--- src/rtl/decoder_ex_pipe.sv ---
// decoder_ex_pipe
//   Decodes opcode/funct3/funct7 into the EX control word and registers it
//   into the ID/EX slot under a valid/ready handshake, carrying a tag along.
//   Optional M-extension decode (M_EXT=1) and an illegal-instruction flag.
//   After a divide is handed to EX, a busy counter blocks issue for
//   DIV_CYCLES cycles.
//
// Ports:
//   clk, rst_n            clock, asynchronous active-low reset
//   flush                 kill slot contents and busy state
//   in_valid / in_ready   upstream handshake
//   opcode/funct3/funct7  instruction fields [6:0] / [14:12] / [31:25]
//   in_tag                tag accompanying the instruction
//   out_valid / out_ready downstream handshake
//   out_exop              {mdOp (M_EXT only), aluOp, srcBSel, srcASel, cptSel, workEn}
//   out_illegal           decoded op is illegal
//   out_tag               registered tag
//   busy                  divide busy counter nonzero
module decoder_ex_pipe #(
    parameter int TAG_W      = 32,
    parameter int M_EXT      = 0,
    parameter int DIV_CYCLES = 4,
    parameter int EXOP_W     = 8 + 4 * M_EXT
) (
    input  logic              clk,
    input  logic              rst_n,
    input  logic              flush,
    input  logic              in_valid,
    output logic              in_ready,
    input  logic [6:0]        opcode,
    input  logic [2:0]        funct3,
    input  logic [6:0]        funct7,
    input  logic [TAG_W-1:0]  in_tag,
    output logic              out_valid,
    input  logic              out_ready,
    output logic [EXOP_W-1:0] out_exop,
    output logic              out_illegal,
    output logic [TAG_W-1:0]  out_tag,
    output logic              busy
);

    localparam int CNT_W = $clog2(DIV_CYCLES + 1);

    typedef enum logic [6:0] {
        OP_R     = 7'b0110011,
        OP_I     = 7'b0010011,
        OP_JALR  = 7'b1100111,
        OP_JAL   = 7'b1101111,
        OP_LUI   = 7'b0110111,
        OP_AUIPC = 7'b0010111,
        OP_BR    = 7'b1100011,
        OP_LOAD  = 7'b0000011,
        OP_STORE = 7'b0100011,
        OP_FENCE = 7'b0001111,
        OP_SYS   = 7'b1110011
    } opcode_e;

    // ------------------------------------------------------------------
    // Combinational decode
    // ------------------------------------------------------------------
    logic        work_en;
    logic        cpt_sel;
    logic        src_a_sel;
    logic        src_b_sel;
    logic [3:0]  alu_op;
    logic [3:0]  md_op;
    logic        dec_illegal;
    logic [7:0]  base_exop;
    logic [EXOP_W-1:0] dec_exop;
    logic        dec_div;

    always_comb begin
        work_en     = 1'b1;
        cpt_sel     = 1'b0;
        src_a_sel   = 1'b0;
        src_b_sel   = 1'b1;
        alu_op      = '0;
        md_op       = '0;
        dec_illegal = 1'b0;

        case (opcode_e'(opcode))
            OP_R: begin
                src_b_sel = 1'b0;
                if (funct7 == 7'h00) begin
                    alu_op = {1'b0, funct3};
                end else if (funct7 == 7'h20) begin
                    alu_op = {1'b1, funct3};
                    // only SUB and SRA exist in the funct7=0x20 space
                    if (funct3 != 3'b000 && funct3 != 3'b101)
                        dec_illegal = 1'b1;
                end else if (M_EXT != 0 && funct7 == 7'h01) begin
                    md_op = {1'b1, funct3};
                end else begin
                    dec_illegal = 1'b1;
                end
            end
            OP_I: begin
                if (funct3 == 3'b001 || funct3 == 3'b101) begin
                    // shift-immediates take funct7 into account like R-type
                    if (funct7 == 7'h00)
                        alu_op = {1'b0, funct3};
                    else if (funct7 == 7'h20)
                        alu_op = {1'b1, funct3};
                    else
                        alu_op = '0;
                end else begin
                    alu_op = {1'b0, funct3};
                end
                if (funct3 == 3'b001 && funct7 != 7'h00)
                    dec_illegal = 1'b1;
                if (funct3 == 3'b101 && funct7 != 7'h00 && funct7 != 7'h20)
                    dec_illegal = 1'b1;
            end
            OP_JAL, OP_JALR: begin
                alu_op    = 4'b1111;
                src_a_sel = 1'b1;
            end
            OP_LUI:   cpt_sel   = 1'b1;
            OP_AUIPC: src_a_sel = 1'b1;
            OP_BR:    work_en   = 1'b0;
            OP_LOAD, OP_STORE, OP_FENCE, OP_SYS: begin
            end
            default:  dec_illegal = 1'b1;
        endcase
    end

    assign base_exop = {alu_op, src_b_sel, src_a_sel, cpt_sel, work_en};
    // DIV/DIVU/REM/REMU are mdOp 1_1xx; md_op stays zero without M_EXT
    assign dec_div   = md_op[3] & md_op[2];

    if (M_EXT != 0) begin : g_mext
        assign dec_exop = {md_op, base_exop};
    end else begin : g_base
        logic unused_md;
        assign unused_md = ^md_op[1:0];
        assign dec_exop  = base_exop;
    end

    // ------------------------------------------------------------------
    // ID/EX slot and divide busy counter
    // ------------------------------------------------------------------
    logic [CNT_W-1:0] count;
    logic             slot_div;
    logic             capture;
    logic             handoff;

    assign in_ready = (!out_valid || out_ready) && (count == '0);
    assign capture  = in_valid && in_ready && !flush;
    assign handoff  = out_valid && out_ready;
    assign busy     = (count != '0);

    always_ff @(posedge clk or negedge rst_n) begin
        if (!rst_n) begin
            out_valid   <= 1'b0;
            out_exop    <= '0;
            out_illegal <= 1'b0;
            out_tag     <= '0;
            slot_div    <= 1'b0;
            count       <= '0;
        end else if (flush) begin
            // data fields are deliberately left as they are
            out_valid <= 1'b0;
            count     <= '0;
        end else begin
            if (capture) begin
                out_valid   <= 1'b1;
                out_exop    <= dec_exop;
                out_illegal <= dec_illegal;
                out_tag     <= in_tag;
                slot_div    <= dec_div;
            end else if (handoff) begin
                out_valid <= 1'b0;
            end

            if (handoff && slot_div)
                count <= CNT_W'(DIV_CYCLES);
            else if (count != '0)
                count <= count - CNT_W'(1);
        end
    end

endmodule
--- config.mk ---
export PLATFORM = sky130hd
export DESIGN_NAME = decoder_ex_pipe
export DESIGN_NICKNAME = d
export VERILOG_FILES = /design/src/rtl/decoder_ex_pipe.sv
export SDC_FILE = /design/constraint.sdc
export NUM_CORES = 1
export LEC_CHECK = 0
export ABC_AREA = 1
export BUFFER_PORTS_ARGS = -buffer_cell sky130_fd_sc_hd__clkbuf_2
export CAP_MARGIN = 20
export CORE_ASPECT_RATIO = 0.5
export CORE_UTILIZATION = 46
export DETAILED_ROUTE_END_ITERATION = 6
export HOLD_SLACK_MARGIN = 0.08
export MAX_ROUTING_LAYER = met4
export PLACE_DENSITY = 0.85
export SLEW_MARGIN = 20
export SYNTH_ARGS = -nofsm -noshare
export SYNTH_HDL_FRONTEND = slang
export SYNTH_SLANG_ARGS = --single-unit
--- constraint.sdc ---
create_clock -name clk -period 2.3 [get_ports clk]
set_input_delay 0.115 -clock clk [delete_from_list [all_inputs] [get_ports clk]]
set_output_delay 0.115 -clock clk [all_outputs]
set_load 0.02 [all_outputs]
Word-level counts from Yosys, hierarchy flattened
Cells that the tools add are included.

Register bits: 45. Input port bits: 54. Output and inout port bits: 44. Word-level logic and storage cells: 65.

$add $sub $neg: 1. Equal/unequal tests: 16. Mux-type cells: 19. Bitwise logic cells: 1. Reduce and logical (&&, ||, !) cells: 23.

Operators by type and width (number): $eq 7x6->1 const B (4); $eq 7x7->1 const B (4); $eq 7x5->1 const B (2); $mux 1 (12); $mux 4 (3); $pmux 4 s3 (1); $reduce_bool 3->1 (4); $reduce_or 9->1 (1); $logic_and 1x1->1 (8); $eq 7x2->1 const B (1); $eq 7x4->1 const B (1); $logic_not 7->1 (1); $ne 7x6->1 const B (1); $reduce_bool 7->1 (1); $mux 3 (2); $eq 3x1->1 const B (1); $eq 3x3->1 const B (1); $logic_not 3->1 (1); $ne 3x3->1 const B (1); $pmux 1 s3 (1); $reduce_or 3->1 (1); $sub 3x1->3 const B (1); $logic_not 1->1 (2); $logic_or 1x1->1 (2); other kinds (3) (3).

Logic depth before layout (Yosys ltp)
Gate-level depths: netlist (run 1).

Depth after elaboration: 7. Gate-level depth with buffers: 12. Mapped depth without buffers: 10.

Worst setup path after synthesis (run 1)
Ideal clock, no wire load.

Kind: reg-to-reg. Start point: reg count[0]. End point: reg out_tag[10]. Arrival time: 1.684 ns. Data required time: 2.183 ns. Slack: 0.499 ns. Stages on the path, launching flop included: 13. Path buffers: 2. Period minus slack after synthesis: 1.801 ns. Cell sequence: dfrtp_1 > inv_1 > ha_1 > ha_1 > inv_2 > a21oi_4 > nand2_2 > nor2_4 > inv_2 > buf_6 > buf_6 > nand2_1 > nand2_1.

Word-level cells in the longest chain between the ends: 5.

Ends and longest elaborated chain: start, declared (RTL line 142) `logic [CNT_W-1:0] count;`; start signal, assigned (RTL line 176) `count <= CNT_W'(DIV_CYCLES);`; start signal, assigned (RTL line 178) `count <= count - CNT_W'(1);`; $logic_not 3->1 (RTL line 147) `assign in_ready = (!out_valid || out_ready) && (count == '0);`; $logic_and 1x1->1 (RTL line 147); via in_ready (RTL line 29) `output logic in_ready,`; $logic_and 1x1->1 (2 in a row) (RTL line 148) `assign capture = in_valid && in_ready && !flush;`; $reduce_and 2->1 (no line); end signal, assigned (RTL line 169) `out_tag <= in_tag;`; end, declared (RTL line 38) `output logic [TAG_W-1:0] out_tag,`.

The timed path passes the listed nets, and every way through them passes these cells. A chain may end at the register's enable or synchronous reset.

Final worst setup path (run 1)
Start point: reg count[0]. End point: reg out_exop[5].

Word-level cells in the longest chain between the ends: 5.

Ends and longest elaborated chain: $logic_not 3->1 (RTL line 147); $logic_and 1x1->1 (RTL line 147); $logic_and 1x1->1 (2 in a row) (RTL line 148); $reduce_and 2->1 (no line); end signal, assigned (RTL line 167) `out_exop <= dec_exop;`; end, declared (RTL line 36) `output logic [EXOP_W-1:0] out_exop,`.

Every way passes these cells.

==> reports/qor.csv, run 1 <==
stage;metric;value;unit
finish;nets;448;
detailed_routing;viasPerCell;4.919;
floorplan;die_w;96.25;microns
sta;rsz0062_at_grt;no;
synthesis;dominantRegCellSynth;dfrtp_1;
clock_network;clock_latency;0.30;ns
worst_setup_path;worst-path-max-fanout;39;
worst_setup_path;critPathArrivalTime;2.13;ns
floorplan;rows;16;
detailed_routing;routed_wl;6069;microns
finish;multi_input_area;808.3;sq um
clock_network;cts_sinks;45;
pwr;p_leak;1.715;nW
sta;finalCritPeriodShare;86.16;%
floorplan;core_area;4084;sq um
worst_setup_path;worstSetupPathType;reg2reg;
synthesis;synthTopCellsByArea;dfrtp_1, nand2_1, nor2_1, inv_1, nand3_1;
finish;final_cells;447;
global_routing;grt_pass1_wl;9949;microns
finish;area_delta_synth_final;49.05;%
synthesis;syn-cell-area;2043;sq um
synthesis;synth-async-reset-ratio;100.0;%
global_routing;grt_pass1_vias;2163;
placement;place.gp.congestion;0.9112;
clock_network;htreeDepth;2;
finish;regArea;1126;sq um
global_routing;grt_antenna_before_repair;0;
worst_setup_path;critPathLaunchType;register;
floorplan;design.die.area;4728;sq um
pwr;ir_drop;0.0004408;V
detailed_routing;drtIter0Drc;119;
synthesis;avgSynthCellArea;7.859;sq um
finish;nFillCells;280;
synthesis;synth_top_area_share;55.11;%
outcome;status;finished, final reports clean;
floorplan;boundaryPins;98;
sta;slew_violations;0;
clock_network;cts_tree;done;
synthesis;ys_types;22;
floorplan;start_util;50.03;%
detailed_routing;vias;2199;
clock_network;cts_max_path_buffers;2;
sta;max_freq;0.5046;GHz
clock_network;clk_pin_slew;0.08;ns
hold_path;worstHoldStart;in_valid;
sta;setup_tns;0;ns
worst_setup_path;required;2.44;ns
finish;drive_above_1_share;28.50;%
detailed_routing;remaining_drc_errors;0;
synthesis;synth_edf_count;0;
synthesis;synth_most_common_cell;nand2_1;
sta;period_minus_slack;1.982;ns
global_routing;grt_max_degree;46;
detailed_routing;wl_per_cell;13.58;microns
synthesis;synth-seq-cells;45;
synthesis;yosysSeqAreaShare;55.11;%
synthesis;synthTopCellsByCount;nand2_1, dfrtp_1, nor2_1;
global_routing;grt_use_total;29.14;%
global_routing;grt_overflow;0;
job;maxCapViolCount;0;
worst_setup_path;r2r-start;count[0]$_DFFE_PN0P_;
clock_network;cts_inserted_buffers;5;
sta;max-slew-margin-rel;58.47;%
synthesis;syn_inst;260;
hold_path;hold_path.class;in2reg;
synthesis;syn_nets;316;
pwr;p_per_area;1129;nW/um^2
worst_setup_path;cp-end-kind;register;
detailed_routing;antenna_left;0;
placement;io_buffers;97;
floorplan;die_y;49.13;microns
placement;place_inst;405;
clock_network;cts_root_buffer;clkbuf_8;
synthesis;synth_top_area_cell;dfrtp_1;
detailed_routing;drt_first_pass_iters;4;
synthesis;yosys_warnings;0;
clock_network;cts_setup_buffers;0;
finish;num_antenna_cells;0;
sta;finalSetupViolCount;0;
sta;skew;0.009470;ns
worst_setup_path;crit_path_start;count[0]$_DFFE_PN0P_;
placement;hpwl;3476;microns
sta;tightest_slew;0.6220;ns
sta;hold_violations;0;
[kinds of logic (layout without fill, tap and decap cells)]
group | count (synthesis) | in the layout | synth area share [%]
AOI/OAI and AO/OA | 14 | 14 | 4.715
adders and majority gates | 2 | 2 | 1.225
and+or+nand+nor | 176 | 176 | 33.62
buffers and inverters | 23 | 156 | 5.328
DFF | 45 | 45 | 55.11
[through the flow]
stage                     setup slack (ns)  hold WS [ns]  util [%]  instance area (sq um)  power [mW]
after floorplan                     0.4992       -0.1806         -                   2043       2.130
after global placement              0.5117        0.2141     62.96                   2571       2.566
after detailed placement            0.3916        0.2258     62.96                   2571       2.641
after CTS                           0.3862        0.1103     74.57                   3045       3.377
after global routing                0.1700        0.1155     74.57                   3045       3.655
final                               0.3182        0.1138     74.57                   3045       3.439
[path summary, 6_finish.rpt]
path | to | slack, ns | cells past startpoint
max in group asynchronous | count[2]$_DFFE_PN0P_ | 1.46 | 3
hold reg to reg | out_tag[14]$_DFFE_PN0P_ | 0.48 | 2
setup reg to reg | out_exop[5]$_DFFE_PN0P_ | 0.32 | 9
setup / recovery | out_exop[5]$_DFFE_PN0P_ | 0.32 | 9
hold / removal | out_valid$_DFFE_PN0P_ | 0.11 | 3
min in group asynchronous | out_exop[2]$_DFFE_PN0P_ | 0.46 | 3
[final cells by class]
type                            instances  share of cell area [%]
Inverter                               15                   1.849
Clock buffer                            5                   2.260
Timing Repair Buffer                  133                   28.02
Clock inverter                          3                   2.136
Multi-Input combinational cell        192                   26.54
Sequential cell                        45                   36.98
Tap cell                               54                   2.219
[where the power goes]
| group | internal [mW] | switching (mW) | leakage (nW) | total [mW] |
|---|---|---|---|---|
| clock | 0.431 | 0.264 | 0.0681 | 0.695 |
| sequential | 1.10 | 0.200 | 0.561 | 1.30 |
| combinational | 0.478 | 0.964 | 1.09 | 1.44 |
[placed cells by master, fill, tap and decap left out, types with 3 or more instances in the layout]
cell,synthesis,routed
inv_1,13,13
clkbuf_2,0,97
dfrtp_1,45,45
a31oi_1,3,3
dlygate4sd3_1,0,34
a21oi_1,3,3
clkbuf_8,0,5
nor2_1,33,33
nand2_1,130,130
o21ai_0,3,3
nand3_1,8,8
[repair_timing]
| item | 4_1_cts | 5_1_grt |
|---|---|---|
| hold buffers | 34 | 0 |
| endpoints found under the hold margin | 78 | 0 |
| resized for setup | 0 | 0 |
| endpoints found under the setup margin | 0 | 0 |
[worst max-delay path: stages, from the launching register on]
cell and delay, ns:
dfrtp_1 0.36, inv_1 0.07, ha_1 0.19, ha_1 0.20
inv_2 0.14, a21oi_4 0.05, nand2_2 0.09, nor2_4 0.05
inv_2 0.46, o21ai_0 0.21
[metal layers]
metal / GRT usage, % / wire, microns
met3: 6.231 / 314
met5: - / 0
met2: 49.41 / 3090
met1: 31.38 / 2353
met4: 17.66 / 311
[flip-flops by register name, indices dropped and copies added (netlist names)]
signal,cells
out_valid,1
out_tag,32
count,3
out_illegal,1
out_exop,8
No activity file was read; power rests on OpenSTA's default activity.
==> run 2: changes to the inputs <==
--- a/config.mk
+++ b/config.mk
@@ -13,7 +13,7 @@
 export DETAILED_ROUTE_END_ITERATION = 6
 export HOLD_SLACK_MARGIN = 0.08
 export MAX_ROUTING_LAYER = met4
-export PLACE_DENSITY = 0.85
+export PLACE_DENSITY = 0.8
 export SLEW_MARGIN = 20
 export SYNTH_ARGS = -nofsm -noshare
 export SYNTH_HDL_FRONTEND = slang
==> run 2 against run 1 <==
  * Core utilization grew 0.061 points
  * Maximum frequency rose by 3.9%
  * Worst hold slack gained 0.0061 ns
  * Register-to-register slack better by 0.07 ns
  * Flip-flop and latch count is the same
  * Global-route usage shrank 4.1 points
  * Combinational power shrank 3%
  * Cell area is essentially flat
  * Via count shrank 3.6%
  * Critical path type unchanged
  * Largest power group unchanged
  * Highest routed layer unchanged
==> reports/qor.csv, run 2 (synthesized netlist as in run 1, its figures left out) <==
stage;metric;value;unit;change
outcome;status;finished, final reports clean;;
global_routing;grt_use_total;25.04;%;-4.1 points
placement;place.gp.congestion;0.8953;;-1.7%
global_routing;grt_pass1_vias;2071;;-4.3%
floorplan;rows;16;;unchanged
worst_setup_path;cpLargestDelayFamily;buffers and inverters;;
clock_network;cts_root_buffer;clkbuf_8;;
placement;io_buffers;97;;unchanged
sta;hold_violations;0;;unchanged
worst_setup_path;crit_buf_inv;3;;unchanged
global_routing;grt_antenna_before_repair;0;;unchanged
finish;nFillCells;292;;+4.3%
sta;slew_violations;0;;unchanged
clock_network;cts_max_path_buffers;2;;unchanged
sta;max_freq;0.5241;GHz;+3.9%
pwr;p_per_area;1104;nW/um^2;-2.2%
sta;finalSetupViolCount;0;;unchanged
finish;num_antenna_cells;0;;unchanged
worst_setup_path;cp.depth;9;;unchanged
worst_setup_path;crit_chain;inv_1 > ha_1 > ha_1 > inv_2 > a21oi_4 > nand2_2 > nor2_4 > inv_2 > o21ai_0;;
clock_network;cts_tree;done;;
finish;largest_register;out_tag;;
detailed_routing;routed_wl;5216;microns;-14%
floorplan;design.die.area;4728;sq um;unchanged
finish;area_delta_synth_final;49.17;%;about the same
finish;final_common_cell;nand2_1;;
floorplan;core_area;4084;sq um;unchanged
clock_network;htreeDepth;2;;unchanged
worst_setup_path;cp-end-kind;register;;
finish;layout_common_cells;nand2_1, clkbuf_2, dfrtp_1;;
clock_network;clock_latency;0.29;ns;about the same
worst_setup_path;r2r-start;count[0]$_DFFE_PN0P_;;
sta;tightest_slew;0.6044;ns;-0.01766 ns
worst_setup_path;critPathLaunchType;register;;
worst_setup_path;worstSetupPathType;reg2reg;;
detailed_routing;vias;2120;;-3.6%
worst_setup_path;required;2.45;ns;about the same
global_routing;grt_max_degree;46;;unchanged
pwr;ir_drop;0.0004019;V;-8.8%
finish;largestRegisters;out_tag: 32 flops, out_exop: 8 flops, count: 3 flops;;
worst_setup_path;ff2ff_path_depth;9;;unchanged
sta;period_minus_slack;1.908;ns;-0.07375 ns
detailed_routing;antenna_left;0;;unchanged
global_routing;grt_pass1_wl;8769;microns;-12%
sta;max-slew-margin-rel;59.65;%;+1.2 points
sta;setup_tns;0;ns;unchanged
worst_setup_path;critPathMaxStageDelay;0.45;ns;about the same
worst_setup_path;critPathArrivalTime;2.06;ns;-0.07 ns
detailed_routing;drtIter0Drc;81;;-32%
sta;rsz0062_at_grt;no;;
floorplan;start_util;50.03;%;unchanged
worst_setup_path;crit_path_start;count[0]$_DFFE_PN0P_;;
finish;nets;450;;+0.45%
global_routing;grt_overflow;0;;unchanged
detailed_routing;remaining_drc_errors;0;;unchanged
floorplan;die_y;49.13;microns;unchanged
hold_path;hold_path.class;in2reg;;
pwr;p_leak;1.723;nW;+0.45%
placement;hpwl;3364;microns;-3.2%
worst_setup_path;rrSetupSlack;0.39;ns;+0.07 ns
pwr;power;3.366;mW;-2.1%
finish;largest_reg_flops;32;;unchanged
clock_network;cts_inserted_buffers;5;;unchanged
worst_setup_path;crit_slowest_cell;inv_2;;
hold_path;worstHoldStart;in_valid;;
hold_path;holdPathStages;3;;unchanged
job;maxCapViolCount;0;;unchanged
floorplan;boundaryPins;98;;unchanged
clock_network;cts_resized;0;;unchanged
clock_network;cts_sinks;45;;unchanged
detailed_routing;drt_first_pass_iters;4;;unchanged
detailed_routing;viasPerCell;4.722;;-4.0%
detailed_routing;wl_per_cell;11.62;microns;-14%
clock_network;clk_pin_slew;0.08;ns;about the same
sta;finalCritPeriodShare;82.96;%;-3.2 points
worst_setup_path;worst-path-max-fanout;39;;unchanged
sta;skew;0.001813;ns;-0.007657 ns
floorplan;die_w;96.25;microns;unchanged
finish;drive_above_1_share;28.86;%;+0.36 points
worst_setup_path;rr_endpoint;out_exop[5]$_DFFE_PN0P_;;
hold_path;hold_path_end;out_valid$_DFFE_PN0P_;;
## run 2: how the worst max path moves through the flow
stage / end / slack (ns)
floorplan: out_tag[10]$_DFFE_PN0P_ / 0.50
global placement: out_exop[5]$_DFFE_PN0P_ / 0.50
detailed placement: out_exop[5]$_DFFE_PN0P_ / 0.43
CTS: out_exop[5]$_DFFE_PN0P_ / 0.41
global route: out_exop[5]$_DFFE_PN0P_ / 0.28
finish: out_exop[5]$_DFFE_PN0P_ / 0.39
## run 2: power by group
| part | internal, mW | switching, mW |
|---|---|---|
| clock network | 0.431 | 0.264 |
| registers | 1.10 | 0.176 |
| logic | 0.480 | 0.913 |
| total | 2.01 | 1.35 |
## run 2: per-stage QoR
step	cells	hold slack [ns]	setup slack [ns]	instance area (sq um)	utilization (%)
after CTS	449	0.1082	0.4142	3048	74.63
after detailed placement	407	0.2395	0.4288	2574	63.02
after floorplan	260	-0.1806	0.4992	2043	-
after global routing	449	0.1261	0.2788	3048	74.63
final	449	0.1199	0.3920	3048	74.63
after global placement	407	0.2146	0.4987	2574	63.02
## run 2: repair_timing
| item | in CTS | in global routing |
|---|---|---|
| buffers inserted | 0 | 0 |
| hold buffers | 34 | 0 |
| hold endpoints to repair | 80 | 0 |
## run 2: layout make-up
cell class,instances,area [sq um],share of cell area (%)
sequential,45,1126,36.95
timing repair buffer,135,855.8,28.08
multi-input combinational,192,808.3,26.52
clock buffer,5,68.82,2.258
tap,54,67.56,2.217
clock inverter,3,65.06,2.135
inverter,15,56.30,1.847
## run 2: tightest hold or removal path, cell delays in order
cell	delay (ns)
clkbuf_2	0.09
nand2_2	0.09
a21oi_1	0.07
## run 2: layer usage
metal  global-route usage, %  part of all wire (%)
met1                   27.01                    42
met2                   43.62                    50
met3                   5.452                   4.6
met4                   12.44                   3.2
met5                       -                     0
==> run 3: changes to the inputs <==
--- a/config.mk
+++ b/config.mk
@@ -9,11 +9,11 @@
 export BUFFER_PORTS_ARGS = -buffer_cell sky130_fd_sc_hd__clkbuf_2
 export CAP_MARGIN = 20
 export CORE_ASPECT_RATIO = 0.5
-export CORE_UTILIZATION = 46
+export CORE_UTILIZATION = 41
 export DETAILED_ROUTE_END_ITERATION = 6
 export HOLD_SLACK_MARGIN = 0.08
 export MAX_ROUTING_LAYER = met4
-export PLACE_DENSITY = 0.8
+export PLACE_DENSITY = 0.75
 export SLEW_MARGIN = 20
 export SYNTH_ARGS = -nofsm -noshare
 export SYNTH_HDL_FRONTEND = slang
==> constraint.sdc (replaced) <==
create_clock -name clk -period 1.66 [get_ports clk]
set_input_delay 0.083 -clock clk [delete_from_list [all_inputs] [get_ports clk]]
set_output_delay 0.083 -clock clk [all_outputs]
set_load 0.02 [all_outputs]
==> run 3 against run 2 <==
  * Power grew 47%
  * The flow now finishes with violations (negative setup slack)
  * Register-to-register slack lost 0.46 ns
  * Largest power group unchanged
  * Global-route usage shrank 2.7 points
  * Routed wire length grew 9.4%
  * Clock power grew 40%
  * Highest routed layer unchanged
==> reports/qor.csv, run 3 (synthesized netlist as in run 1, its figures left out) <==
stage;metric;value;unit;change
clock_network;cts_root_buffer;clkbuf_8;;
floorplan;start_util;44.47;%;-5.6 points
sta;finalCritPeriodShare;104.2;%;+21 points
global_routing;top_usage_layer;met2;;
clock_network;cts_sinks;45;;unchanged
finish;drive_above_1_share;33.09;%;+4.2 points
worst_setup_path;cp-end-kind;register;;
worst_setup_path;required;1.86;ns;-0.59 ns
clock_network;cts_tree;done;;
detailed_routing;antenna_left;0;;unchanged
detailed_routing;vias;2158;;+1.8%
pwr;ir_drop;0.0005967;V;+48%
detailed_routing;wl_per_cell;12.12;microns;+4.3%
placement;place_ws;-0.1373;ns;-0.5661 ns
global_routing;globalRouteMet1Util;25.28;%;-1.7 points
sta;skew;0.005322;ns;+0.003509 ns
sta;finalSetupViolCount;41;;+41
clock_network;htreeDepth;2;;unchanged
clock_network;clk_pin_slew;0.08;ns;about the same
detailed_routing;viasPerCell;4.582;;-3.0%
finish;num_antenna_cells;0;;unchanged
global_routing;grt_use_met2;38.96;%;-4.7 points
finish;layout_common_cells;nand2_1, clkbuf_2, dfrtp_1;;
detailed_routing;drtIter0Drc;85;;+4.9%
outcome;violations;negative setup slack;;
finish;multi_input_area;858.3;sq um;+6.2%
hold_path;worstHoldStart;out_ready;;
worst_setup_path;cp.depth;11;;+2
sta;max_freq;0.5783;GHz;+10%
worst_setup_path;worst-path-max-fanout;6;;-85%
floorplan;die_y;51.92;microns;+5.7%
worst_setup_path;crit_path_start;count[1]$_DFFE_PN0P_;;
floorplan;core_area;4594;sq um;+12%
finish;largest_register;out_tag;;
global_routing;grt_util_met3;3.898;%;-1.6 points
global_routing;grt_use_total;22.29;%;-2.7 points
sta;tightest_slew;0.5901;ns;-0.01424 ns
global_routing;grt_pass1_vias;1966;;-5.1%
worst_setup_path;cp_common_cell;ha_4;;
pwr;switchingPower;1.990;mW;+47%
floorplan;rows;17;;+1
finish;utilization;70.13;%;-4.5 points
clock_network;cts_inserted_buffers;5;;unchanged
pwr;internal-power;2.971;mW;+48%
worst_setup_path;crit_slowest_cell;dfrtp_1;;
worst_setup_path;critPathArrivalTime;1.93;ns;-0.13 ns
sta;rsz0062_at_grt;yes;;
worst_setup_path;critPathLaunchType;register;;
job;maxCapViolCount;0;;unchanged
floorplan;die_w;101.8;microns;+5.8%
clock_network;clock_latency;0.30;ns;about the same
worst_setup_path;cpLargestDelayFamily;simple AND/OR/NAND/NOR gates;;
finish;nets;460;;+2.2%
pwr;p_comb_share;44.5;%;+3.1 points
detailed_routing;drt_first_pass_iters;4;;unchanged
global_routing;grt_overflow;0;;unchanged
outcome;status;complete, but fails checks;;
hold_path;hold_path_end;out_valid$_DFFE_PN0P_;;
global_routing;grt_antenna_before_repair;0;;unchanged
worst_setup_path;ff2ff_path_depth;11;;+2
placement;io_buffers;97;;unchanged
worst_setup_path;crit_chain;inv_2 > ha_4 > ha_4 > inv_4 > a21oi_4 > nand2_2 > nor2_4 > buf_6 > nand3_2 > nor2_2 > nor2_1;;
finish;final_common_cell;nand2_1;;
worst_setup_path;critPathMaxStageDelay;0.40;ns;-0.05 ns
worst_setup_path;worstSetupPathType;reg2reg;;
worst_setup_path;r2r-start;count[1]$_DFFE_PN0P_;;
pwr;swShare;40.11;%;-0.10 points
clock_network;cts_max_path_buffers;2;;unchanged
detailed_routing;remaining_drc_errors;0;;unchanged
finish;regArea;1126;sq um;unchanged
finish;largest_reg_flops;32;;unchanged
worst_setup_path;rr_endpoint;out_illegal$_DFFE_PN0P_;;
sta;worst_slack;-0.06927;ns;-0.4613 ns
sta;slew_violations;0;;unchanged
global_routing;grt_max_degree;40;;-13%
pwr;clkPwrFrac;19.7;%;-1.0 points
detailed_routing;routed_wl;5708;microns;+9.4%
floorplan;boundaryPins;98;;unchanged
finish;largestRegisters;out_tag: 32 flops, out_exop: 8 flops, count: 3 flops;;
global_routing;grt_pass1_wl;8514;microns;-2.9%
sta;hold_violations;0;;unchanged
hold_path;hold_path.class;in2reg;;
worst_setup_path;crit_buf_inv;3;;unchanged
pwr;seqPwrFrac;35.9;%;-2.1 points
sta;max-slew-margin-rel;60.66;%;+1.0 points
placement;place.gp.congestion;0.8527;;-4.8%
floorplan;design.die.area;5287;sq um;+12%
finish;nFillCells;359;;+23%
hold_path;holdPathStages;4;;+1
worst_setup_path;rrSetupSlack;-0.07;ns;-0.46 ns
pwr;p_per_area;1540;nW/um^2;+39%
pwr;p_leak;1.796;nW;+4.3%
placement;hpwl;3542;microns;+5.3%
pwr;power;4.961;mW;+47%
finish;area_delta_synth_final;57.69;%;
sta;period_minus_slack;1.729;ns;-0.1787 ns
-- run 3: changes by cell type in the layout (fill, tap and decap cells not counted), sizes merged --
cell         change
dlygate4sd3      +1
buf              +9
-- run 3: timing repair --
| item | CTS | global route |
|---|---|---|
| hold buffers | 35 | 0 |
| pin swaps | 7 | 10 |
| hold endpoints to repair | 58 | 0 |
| resized for setup | 11 | 10 |
| buffers inserted | 4 | 2 |
| setup endpoints to repair | 39 | 41 |
| gates cloned | 1 | 0 |
-- run 3: layout make-up --
class | count | share of cell area, %
Clock buffer | 5 | 2.136
Clock inverter | 3 | 2.019
Inverter | 15 | 2.058
Multi-Input combinational cell | 192 | 26.64
Sequential cell | 45 | 34.95
Tap cell | 66 | 2.563
Timing Repair Buffer | 145 | 29.63
-- run 3: worst max-delay path by stage --
stage                                   end  slack [ns]
global route        out_illegal$_DFFE_PN0P_       -0.13
CTS                 out_illegal$_DFFE_PN0P_       -0.03
finish              out_illegal$_DFFE_PN0P_       -0.07
detailed placement  out_exop[5]$_DFFE_PN0P_       -0.14
floorplan           out_tag[10]$_DFFE_PN0P_       -0.14
global placement    out_exop[5]$_DFFE_PN0P_       -0.04
-- run 3: power groups by stage --
stage	sequential [mW]	clock, mW	combinational (mW)
after floorplan	2.26	0	0.753
after global placement	1.76	0	1.87
after detailed placement	1.78	0	1.93
after CTS	1.77	0.984	2.12
after global routing	1.81	1.03	2.40
final	1.78	0.976	2.21
-- run 3: layer usage --
metal  share of wire (%)  vias to the layer above
met5                   0                        -
met4                 2.8                        0
met3                 4.7                       17
met2                  51                       77
met1                  41                      973
li1                    -                     1091
-- run 3: worst min-delay path: stages --
cell and delay [ns]:
clkbuf_2 0.08, inv_1 0.06, nand2_1 0.06, a21oi_1 0.07
-- run 3: through the flow --
step | instances | area, sq um | hold WS, ns | TNS (ns)
after detailed placement | 421 | 2621 | 0.1173 | -2.783
after floorplan | 260 | 2068 | -0.2126 | -2.853
final | 471 | 3222 | 0.1091 | -1.026
after global placement | 421 | 2621 | 0.09405 | -0.09703
after CTS | 469 | 3177 | 0.08867 | -0.05437
after global routing | 471 | 3222 | 0.1264 | -3.103
